===== config.mk =====
export PLATFORM = sky130hd
export DESIGN_NAME = control_mc_flat
export DESIGN_NICKNAME = d
export VERILOG_FILES = /design/src/rtl/control_mc_pkg.sv /design/src/rtl/control_mc_if.sv /design/src/rtl/control_mc_wait_timer.sv /design/src/rtl/control_mc.sv /design/src/flat_wrapper.sv
export SDC_FILE = /design/constraint.sdc
export NUM_CORES = 1
export LEC_CHECK = 0
export CORE_MARGIN = 8
export CORE_UTILIZATION = 52
export DETAILED_ROUTE_END_ITERATION = 12
export DONT_BUFFER_PORTS = 1
export GPL_TIMING_DRIVEN = 0
export PLACE_DENSITY_LB_ADDON = 0.25
export SYNTH_ARGS = -nofsm -noshare
export SYNTH_HDL_FRONTEND = slang
export SYNTH_SLANG_ARGS = --single-unit

===== constraint.sdc =====
create_clock -name clk -period 2 [get_ports clk]
set_clock_uncertainty 0.1 [all_clocks]
set_input_delay 0.3 -clock clk [delete_from_list [all_inputs] [get_ports clk]]
set_output_delay 0.3 -clock clk [all_outputs]
set_load 0.03 [all_outputs]

===== src/rtl/control_mc_pkg.sv =====
// Shared VeriRISC types for the multi-cycle sequencer: opcodes, sequencer states, ALU-op test.
package typedefs;

  typedef enum logic [2:0] {
    HLT = 3'd0,
    SKZ = 3'd1,
    ADD = 3'd2,
    AND = 3'd3,
    XOR = 3'd4,
    LDA = 3'd5,
    STO = 3'd6,
    JMP = 3'd7
  } opcode_t;

  typedef enum logic [3:0] {
    INST_ADDR,
    INST_FETCH,
    INST_LOAD,
    IDLE,
    OP_ADDR,
    OP_FETCH,
    ALU_OP,
    STORE,
    HALTED
  } state_t;

  // Opcodes that read an operand from memory into the accumulator.
  function automatic logic is_aluop(opcode_t op);
    return (op == ADD) || (op == AND) || (op == XOR) || (op == LDA);
  endfunction

endpackage


===== src/rtl/control_mc_if.sv =====
// Strobe/handshake bundle between control_mc (master) and the datapath/memory side (slave).
interface control_mc_if #(
  parameter int unsigned CNT_W = 16
) ();
  typedefs::opcode_t opcode;
  logic              zero;
  logic              mem_ack;
  logic              resume;
  logic              mem_rd;
  logic              load_ir;
  logic              halt;
  logic              inc_pc;
  logic              load_ac;
  logic              load_pc;
  logic              mem_wr;
  logic              bus_err;
  logic [CNT_W-1:0]  icount;

  modport master (
    input  opcode, zero, mem_ack, resume,
    output mem_rd, load_ir, halt, inc_pc, load_ac, load_pc, mem_wr, bus_err, icount
  );

  modport slave (
    output opcode, zero, mem_ack, resume,
    input  mem_rd, load_ir, halt, inc_pc, load_ac, load_pc, mem_wr, bus_err, icount
  );
endinterface


===== src/rtl/control_mc_wait_timer.sv =====
// Consecutive stall-cycle counter; expired stays high once TIMEOUT stalls accumulate until cleared.
module ctrl_wait_timer #(
  parameter int unsigned TIMEOUT = 15
) (
  input  logic clk,
  input  logic rst,
  input  logic stall,
  input  logic clear,
  output logic expired
);
  localparam int unsigned CntW = $clog2(TIMEOUT + 1);

  logic [CntW-1:0] r_count;

  always_ff @(posedge clk) begin
    if (rst || clear) begin
      r_count <= '0;
    end else if (stall && !expired) begin
      r_count <= r_count + 1'b1;
    end
  end

  assign expired = (r_count == CntW'(TIMEOUT));
endmodule


===== src/rtl/control_mc.sv =====
// VeriRISC multi-cycle sequencer: seven control strobes, latched halt/resume, retire counter.
// Define CTRL_WAIT_EN to add memory wait states, stall timeout and the sticky bus_err flag.
module control_mc
  import typedefs::*;
#(
  parameter int unsigned TIMEOUT = 15,
  parameter int unsigned CNT_W   = 16
) (
  input logic          clk,
  input logic          rst,
  control_mc_if.master bus
);
  state_t           r_state;
  logic [CNT_W-1:0] r_icount;
  logic             r_bus_err;
  logic             w_aluop;
  logic             w_stall;
  logic             w_expired;

  assign w_aluop = is_aluop(bus.opcode);

`ifdef CTRL_WAIT_EN
  logic w_wait_phase;
  logic w_clear;

  assign w_wait_phase = (r_state == INST_FETCH) || (r_state == OP_FETCH && w_aluop) ||
                        (r_state == STORE && bus.opcode == STO);
  assign w_stall      = w_wait_phase && !bus.mem_ack;
  // Any non-stalled cycle ends the consecutive-stall run.
  assign w_clear      = !w_stall;
  assign bus.bus_err  = r_bus_err;

  ctrl_wait_timer #(
    .TIMEOUT(TIMEOUT)
  ) u_wait_timer (
    .clk    (clk),
    .rst    (rst),
    .stall  (w_stall),
    .clear  (w_clear),
    .expired(w_expired)
  );
`else
  logic w_unused;

  assign w_stall     = 1'b0;
  assign w_expired   = 1'b0;
  assign bus.bus_err = 1'b0;
  assign w_unused    = bus.mem_ack ^ r_bus_err ^ (TIMEOUT != 0);
`endif

  always_ff @(posedge clk) begin
    if (rst) begin
      r_state   <= INST_ADDR;
      r_icount  <= '0;
      r_bus_err <= 1'b0;
    end else if (w_expired) begin
      r_state   <= HALTED;
      r_bus_err <= 1'b1;
    end else if (!w_stall) begin
      case (r_state)
        INST_ADDR:  r_state <= INST_FETCH;
        INST_FETCH: r_state <= INST_LOAD;
        INST_LOAD:  r_state <= IDLE;
        IDLE:       r_state <= OP_ADDR;
        OP_ADDR:    r_state <= (bus.opcode == HLT) ? HALTED : OP_FETCH;
        OP_FETCH:   r_state <= ALU_OP;
        ALU_OP:     r_state <= STORE;
        STORE: begin
          r_state  <= INST_ADDR;
          r_icount <= r_icount + 1'b1;
        end
        HALTED: begin
          if (bus.resume) begin
            r_state   <= INST_ADDR;
            r_bus_err <= 1'b0;
          end
        end
        default:    r_state <= INST_ADDR;
      endcase
    end
  end

  always_comb begin
    bus.mem_rd  = 1'b0;
    bus.load_ir = 1'b0;
    bus.halt    = 1'b0;
    bus.inc_pc  = 1'b0;
    bus.load_ac = 1'b0;
    bus.load_pc = 1'b0;
    bus.mem_wr  = 1'b0;
    case (r_state)
      INST_FETCH: bus.mem_rd = 1'b1;
      INST_LOAD, IDLE: begin
        bus.mem_rd  = 1'b1;
        bus.load_ir = 1'b1;
      end
      OP_ADDR: begin
        bus.inc_pc = 1'b1;
        bus.halt   = (bus.opcode == HLT);
      end
      OP_FETCH:   bus.mem_rd = w_aluop;
      ALU_OP: begin
        bus.mem_rd  = w_aluop;
        bus.load_ac = w_aluop;
        bus.inc_pc  = (bus.opcode == SKZ) && bus.zero;
        bus.load_pc = (bus.opcode == JMP);
      end
      STORE: begin
        bus.mem_rd  = w_aluop;
        bus.load_ac = w_aluop;
        bus.inc_pc  = (bus.opcode == JMP);
        bus.load_pc = (bus.opcode == JMP);
        bus.mem_wr  = (bus.opcode == STO);
      end
      HALTED:     bus.halt = 1'b1;
      default:    ;
    endcase
  end

  assign bus.icount = r_icount;
endmodule


===== src/flat_wrapper.sv =====
// flat-port wrapper written by rule: the top's interface ports become plain ports
module control_mc_flat import typedefs::*;
#(
  parameter int unsigned TIMEOUT = 15,
  parameter int unsigned CNT_W   = 16
)
  (clk, rst, bus_opcode, bus_zero, bus_mem_ack, bus_resume, bus_mem_rd, bus_load_ir, bus_halt, bus_inc_pc, bus_load_ac, bus_load_pc, bus_mem_wr, bus_bus_err, bus_icount);
  control_mc_if #(.CNT_W(CNT_W)) bus_i ();
  input logic clk;
  input logic rst;
  input wire logic [$bits(bus_i.opcode)-1:0] bus_opcode;
  input wire logic [$bits(bus_i.zero)-1:0] bus_zero;
  input wire logic [$bits(bus_i.mem_ack)-1:0] bus_mem_ack;
  input wire logic [$bits(bus_i.resume)-1:0] bus_resume;
  output wire logic [$bits(bus_i.mem_rd)-1:0] bus_mem_rd;
  output wire logic [$bits(bus_i.load_ir)-1:0] bus_load_ir;
  output wire logic [$bits(bus_i.halt)-1:0] bus_halt;
  output wire logic [$bits(bus_i.inc_pc)-1:0] bus_inc_pc;
  output wire logic [$bits(bus_i.load_ac)-1:0] bus_load_ac;
  output wire logic [$bits(bus_i.load_pc)-1:0] bus_load_pc;
  output wire logic [$bits(bus_i.mem_wr)-1:0] bus_mem_wr;
  output wire logic [$bits(bus_i.bus_err)-1:0] bus_bus_err;
  output wire logic [$bits(bus_i.icount)-1:0] bus_icount;
  assign bus_i.opcode = bus_opcode;
  assign bus_i.zero = bus_zero;
  assign bus_i.mem_ack = bus_mem_ack;
  assign bus_i.resume = bus_resume;
  assign bus_mem_rd = bus_i.mem_rd;
  assign bus_load_ir = bus_i.load_ir;
  assign bus_halt = bus_i.halt;
  assign bus_inc_pc = bus_i.inc_pc;
  assign bus_load_ac = bus_i.load_ac;
  assign bus_load_pc = bus_i.load_pc;
  assign bus_mem_wr = bus_i.mem_wr;
  assign bus_bus_err = bus_i.bus_err;
  assign bus_icount = bus_i.icount;
  control_mc #(.TIMEOUT(TIMEOUT), .CNT_W(CNT_W)) u_core (.clk(clk), .rst(rst), .bus(bus_i));
endmodule

# Yosys cells after proc, flatten, opt, wreduce, memory -nomap -nowiden
# Index checks and enable logic that the tools add are counted.
# word_totals
regBits	20
input_bits	8
output_inout_bits	24
# classes
add_sub_neg	1
n_eq_ne	16
n_mux	10
reduce_logical	10
# ops
operator	n
case mux 4 bit (8 select lines)	1
adder 16 x 1 -> 16 bit, second input constant	1
equality test 4 x 3 -> 1 bit, second input constant	4
equality test 3 bit, second input constant	4
equality test 4 x 2 -> 1 bit, second input constant	2
2-to-1 mux 4 bit	2
equality test 3 x 2 -> 1 bit, second input constant	2
OR reduction 3 bit	2
equality test 4 x 1 -> 1 bit, second input constant	1
equality test 4 bit, second input constant	1
logical NOT 4 bit	1
2-to-1 mux 1 bit	4
case mux 1 bit (2 select lines)	2
OR reduction 2 bit	2
equality test 3 x 1 -> 1 bit, second input constant	1
logical NOT 3 bit	1
logical OR 1 bit	3
case mux 1 bit (3 select lines)	1
inequality test 2 bit, second input constant	1
logical AND 1 bit	1

# Logic depth before layout (Yosys ltp)
# logic_depth
word_depth	5
ltp_mapped	6

# Worst setup path before layout
# No wires, ideal clock.
# synth_path
path_kind	register to register
start	reg u_core.r_icount[5] (netlist: u_core.bus.icount[5])
end	reg u_core.r_icount[15] (netlist: u_core.bus.icount[15])
setup_time_ns	0.121
t_arrival_ns	1.873
required_time_ns	1.779
setup_slack_ns	-0.094
stages_incl_launch_ff	6
path_buffers	1
synth_period_minus_slack_ns	2.094
path_cell_list	dfxtp_1 -> nand4_2 -> or3_1 -> clkbuf_2 -> nor4_1 -> mux2_2
# synth_via
elab_chain_cells	1
# synth_rtl
element	line_no	text
from (decl)	control_mc.sv:14	logic [CNT_W-1:0] r_icount;
from (signal assigned)	control_mc.sv:70	r_icount <= r_icount + 1'b1;
adder 16 x 1 -> 16 bit	control_mc.sv:70	
# No other way between the ends.
# A chain may end at the register's enable or synchronous reset.

# Worst setup path after layout
# layout_path
start	reg u_core.r_icount[6] (netlist: u_core.bus.icount[6])
end	reg u_core.r_icount[15] (netlist: u_core.bus.icount[15])
# The elaborated chain is that of the path after synthesis.

==> results_dict.tcl <==
set metrics [dict create \
    syn_to_final_growth_pct 19.6 \
    period_share_pct 96.3 \
    layout_common_cells "14 x nor2_1, 13 x nand2_1, 8 x dfxtp_1" \
    cp-start-kind "flip-flop" \
    cp_max_fo 7 \
    crit_start "u_core.bus.icount[6]" \
    busiest_layer "met2" \
    cts_root_buf "clkbuf_4" \
    cp-end-kind "flip-flop" \
    hold_viol 0 \
    syn_avg_cell_area_um2 8.27 \
    cp-endpoint "u_core.bus.icount[15]" \
    reg2reg_depth 4 \
    timing.rr.start "u_core.bus.icount[6]" \
    cts_buffer_depth 2 \
    synth_area_leaders "dfxtp_1 38%, nand2_1 5.0%, nor2_1 5.0%" \
    setup_viol 0 \
    detail_route.first_pass.iterations 5 \
    cts_max_level 1 \
    rows 16 \
    grt_max_degree 13 \
    r2r_slack_ns 0.07 \
    die_w_um 60.8 \
    dp_hpwl_mm 1.78 \
    worstMarginPinSlew_ns 0.593 \
    synthesis.yosys.warnings 0 \
    status "finished clean" \
    viasPerCell 5.91 \
    ant_nets 0 \
    post_drt_wl_per_cell_um 15.8 \
    rsz0062_at_grt "yes" \
    reg2reg_to "u_core.bus.icount[15]" \
    drive_gt1_share_pct 32.6 \
    clk_pin_slew_ns 0.12 \
    ys_types 42 \
    grt_pass1_wl_mm 3.97 \
    clock-sinks 20 \
    post_cts_buffers 0 \
    use_met3_pct 5.93 \
    die_h_um 60.8 \
    yosysSeqAreaShare_pct 38.4 \
    synth_area_um2 1040 \
    cts_tree "yes" \
    grt_pass1_vias 899 \
    overflow 0 \
    hp-class "primary input to flip-flop" \
    start_util_pct 54.2 \
    layout_commonest_cell "nor2_1" \
    drt-initial-drc-count 15 \
    via_count 922 \
    routed_wl_mm 2.47 \
    syn_inst 126 \
    leakage_nw 0.446 \
    synth_top_area_share_pct 38.4 \
    clock_latency_ns 0.30 \
    core_area_um2 1920 \
    finalMaxSlewViolations 0 \
    required_ns 2.10 \
    use_met1_pct 14.6 \
    dieArea_um2 3690 \
    nNetsFinal 139 \
    io_pins 32 \
    fin_util_pct 64.8 \
    synthesis.nets 135 \
    p_per_area_nw_per_um2 646 \
    worstSetupPathType "flip-flop to flip-flop" \
    max_cap_violations 0 \
    ir_drop_v 0.000378 \
    min_period_ns 1.93 \
    stdcell_count 156 \
    io_buffers 0 \
    cts_buffers 3 \
    place_inst 153 \
    drc_errors 0 \
    routabilityCongestion 0.735 \
    num_antenna_cells 0 \
    crit_arrival_ns 2.02 \
    grt_util_met2_pct 23.1 \
    grt_antenna_before_repair 0 \
    grtUsageTotal_pct 13.9 \
    fmax_mhz 519 \
    yosys.area.top_type "dfxtp_1" \
    max_slew_margin_pct 60.4 \
    hold_buffers 0 \
    ys_ff_latch 20 \
]
==> through the flow <==
| step | setup WS (ns) | setup TNS [ns] | power, mW | instance area [um2] | hold slack, ns |
|---|---|---|---|---|---|
| after detailed placement | -0.120 | -0.346 | 0.483 | 1090 | 0.381 |
| final | 0.0746 | 0 | 0.805 | 1250 | 0.0601 |
| after CTS | -0.126 | -0.401 | 0.800 | 1190 | 0.0578 |
| after floorplan | 0.00243 | 0 | 0.473 | 1050 | 0.370 |
| after global placement | -0.101 | -0.231 | 0.481 | 1090 | 0.378 |
| after global routing | -0.0128 | -0.0128 | 0.831 | 1250 | 0.0642 |
==> cells in the mapped netlist, drive strengths merged <==
cell,number
a211oi,1
a21boi,1
a21oi,6
a311oi,1
and3,2
and3b,1
and4,2
and4b,1
buf,6
clkbuf,3
conb,1
dfxtp,20
ha,1
inv,2
mux2,1
nand2,14
nand2b,1
nand3,5
nand3b,1
nand4,3
nand4b,1
nor2,14
nor2b,1
nor3,7
nor3b,1
nor4,3
o21ai,4
o31a,1
o31ai,2
o41ai,1
or2,1
or3,3
or4,2
xnor2,6
xor2,6
==> final cells by class <==
| class | count | area, um2 |
|---|---|---|
| Fill cell | 192 | 676 |
| Clock buffer | 3 | 22.5 |
| Sequential cell | 20 | 430 |
| Tap cell | 27 | 33.8 |
| Inverter | 2 | 7.51 |
| Multi-Input combinational cell | 95 | 674 |
| Clock inverter | 1 | 30.0 |
| Buffer | 8 | 47.5 |
==> flip-flops by register name, indices dropped and copies added (netlist names) <==
name               flops
u_core.bus.icount     16
u_core.r_state         4
==> critical path: stages, from the launching register on <==
cell and delay [ns]:
dfxtp_4 0.45, nand4_2 0.14, or3_4 0.46, nor4_4 0.31, mux2_2 0.36
==> routing by layer <==
metal  share of wire, %  vias up
met5                  0        -
met4                1.5        0
met3                9.7        5
met2                 48       33
met1                 41      436
li1                   -      448
==> power by group <==
part,switching (mW),internal (mW)
clock,0.127,0.203
combinational,0.0526,0.0264
sequential,0.00165,0.395
total,0.181,0.624
==> what timing repair did <==
item,CTS,global route
endpoints found under the setup margin,10,8
gates resized for setup,17,15
pin swaps,0,1
hold endpoints to repair,0,0
gates cloned,0,0
==> worst min path at each step <==
stage                     start           endpoint  slack, ns  cells past startpoint
final                       rst  u_core.r_state[2]       0.06                      3
after detailed placement    rst  u_core.r_state[2]       0.38                      3
after global placement      rst  u_core.r_state[2]       0.38                      3
after CTS                   rst  u_core.r_state[2]       0.06                      3
after global routing        rst  u_core.r_state[2]       0.06                      3
after floorplan             rst  u_core.r_state[2]       0.37                      3
==> cell families (layout without fill, tap and decap cells) <==
kind of cell             after synthesis  after routing  share of synthesized area [%]
adder cells (fa/ha/maj)                1              1                           1.20
buffers and inverters                 11             14                           5.64
multiplexers                           1              1                           1.08
XOR/XNOR                              12             12                           10.1
AND/OR/NAND/NOR                       63             63                           33.0
flip-flops                            20             20                           38.4
AO/OA/AOI/OAI                         17             17                           10.2
other                                  1              1                          0.360
No activity file was read; power rests on OpenSTA's default activity.
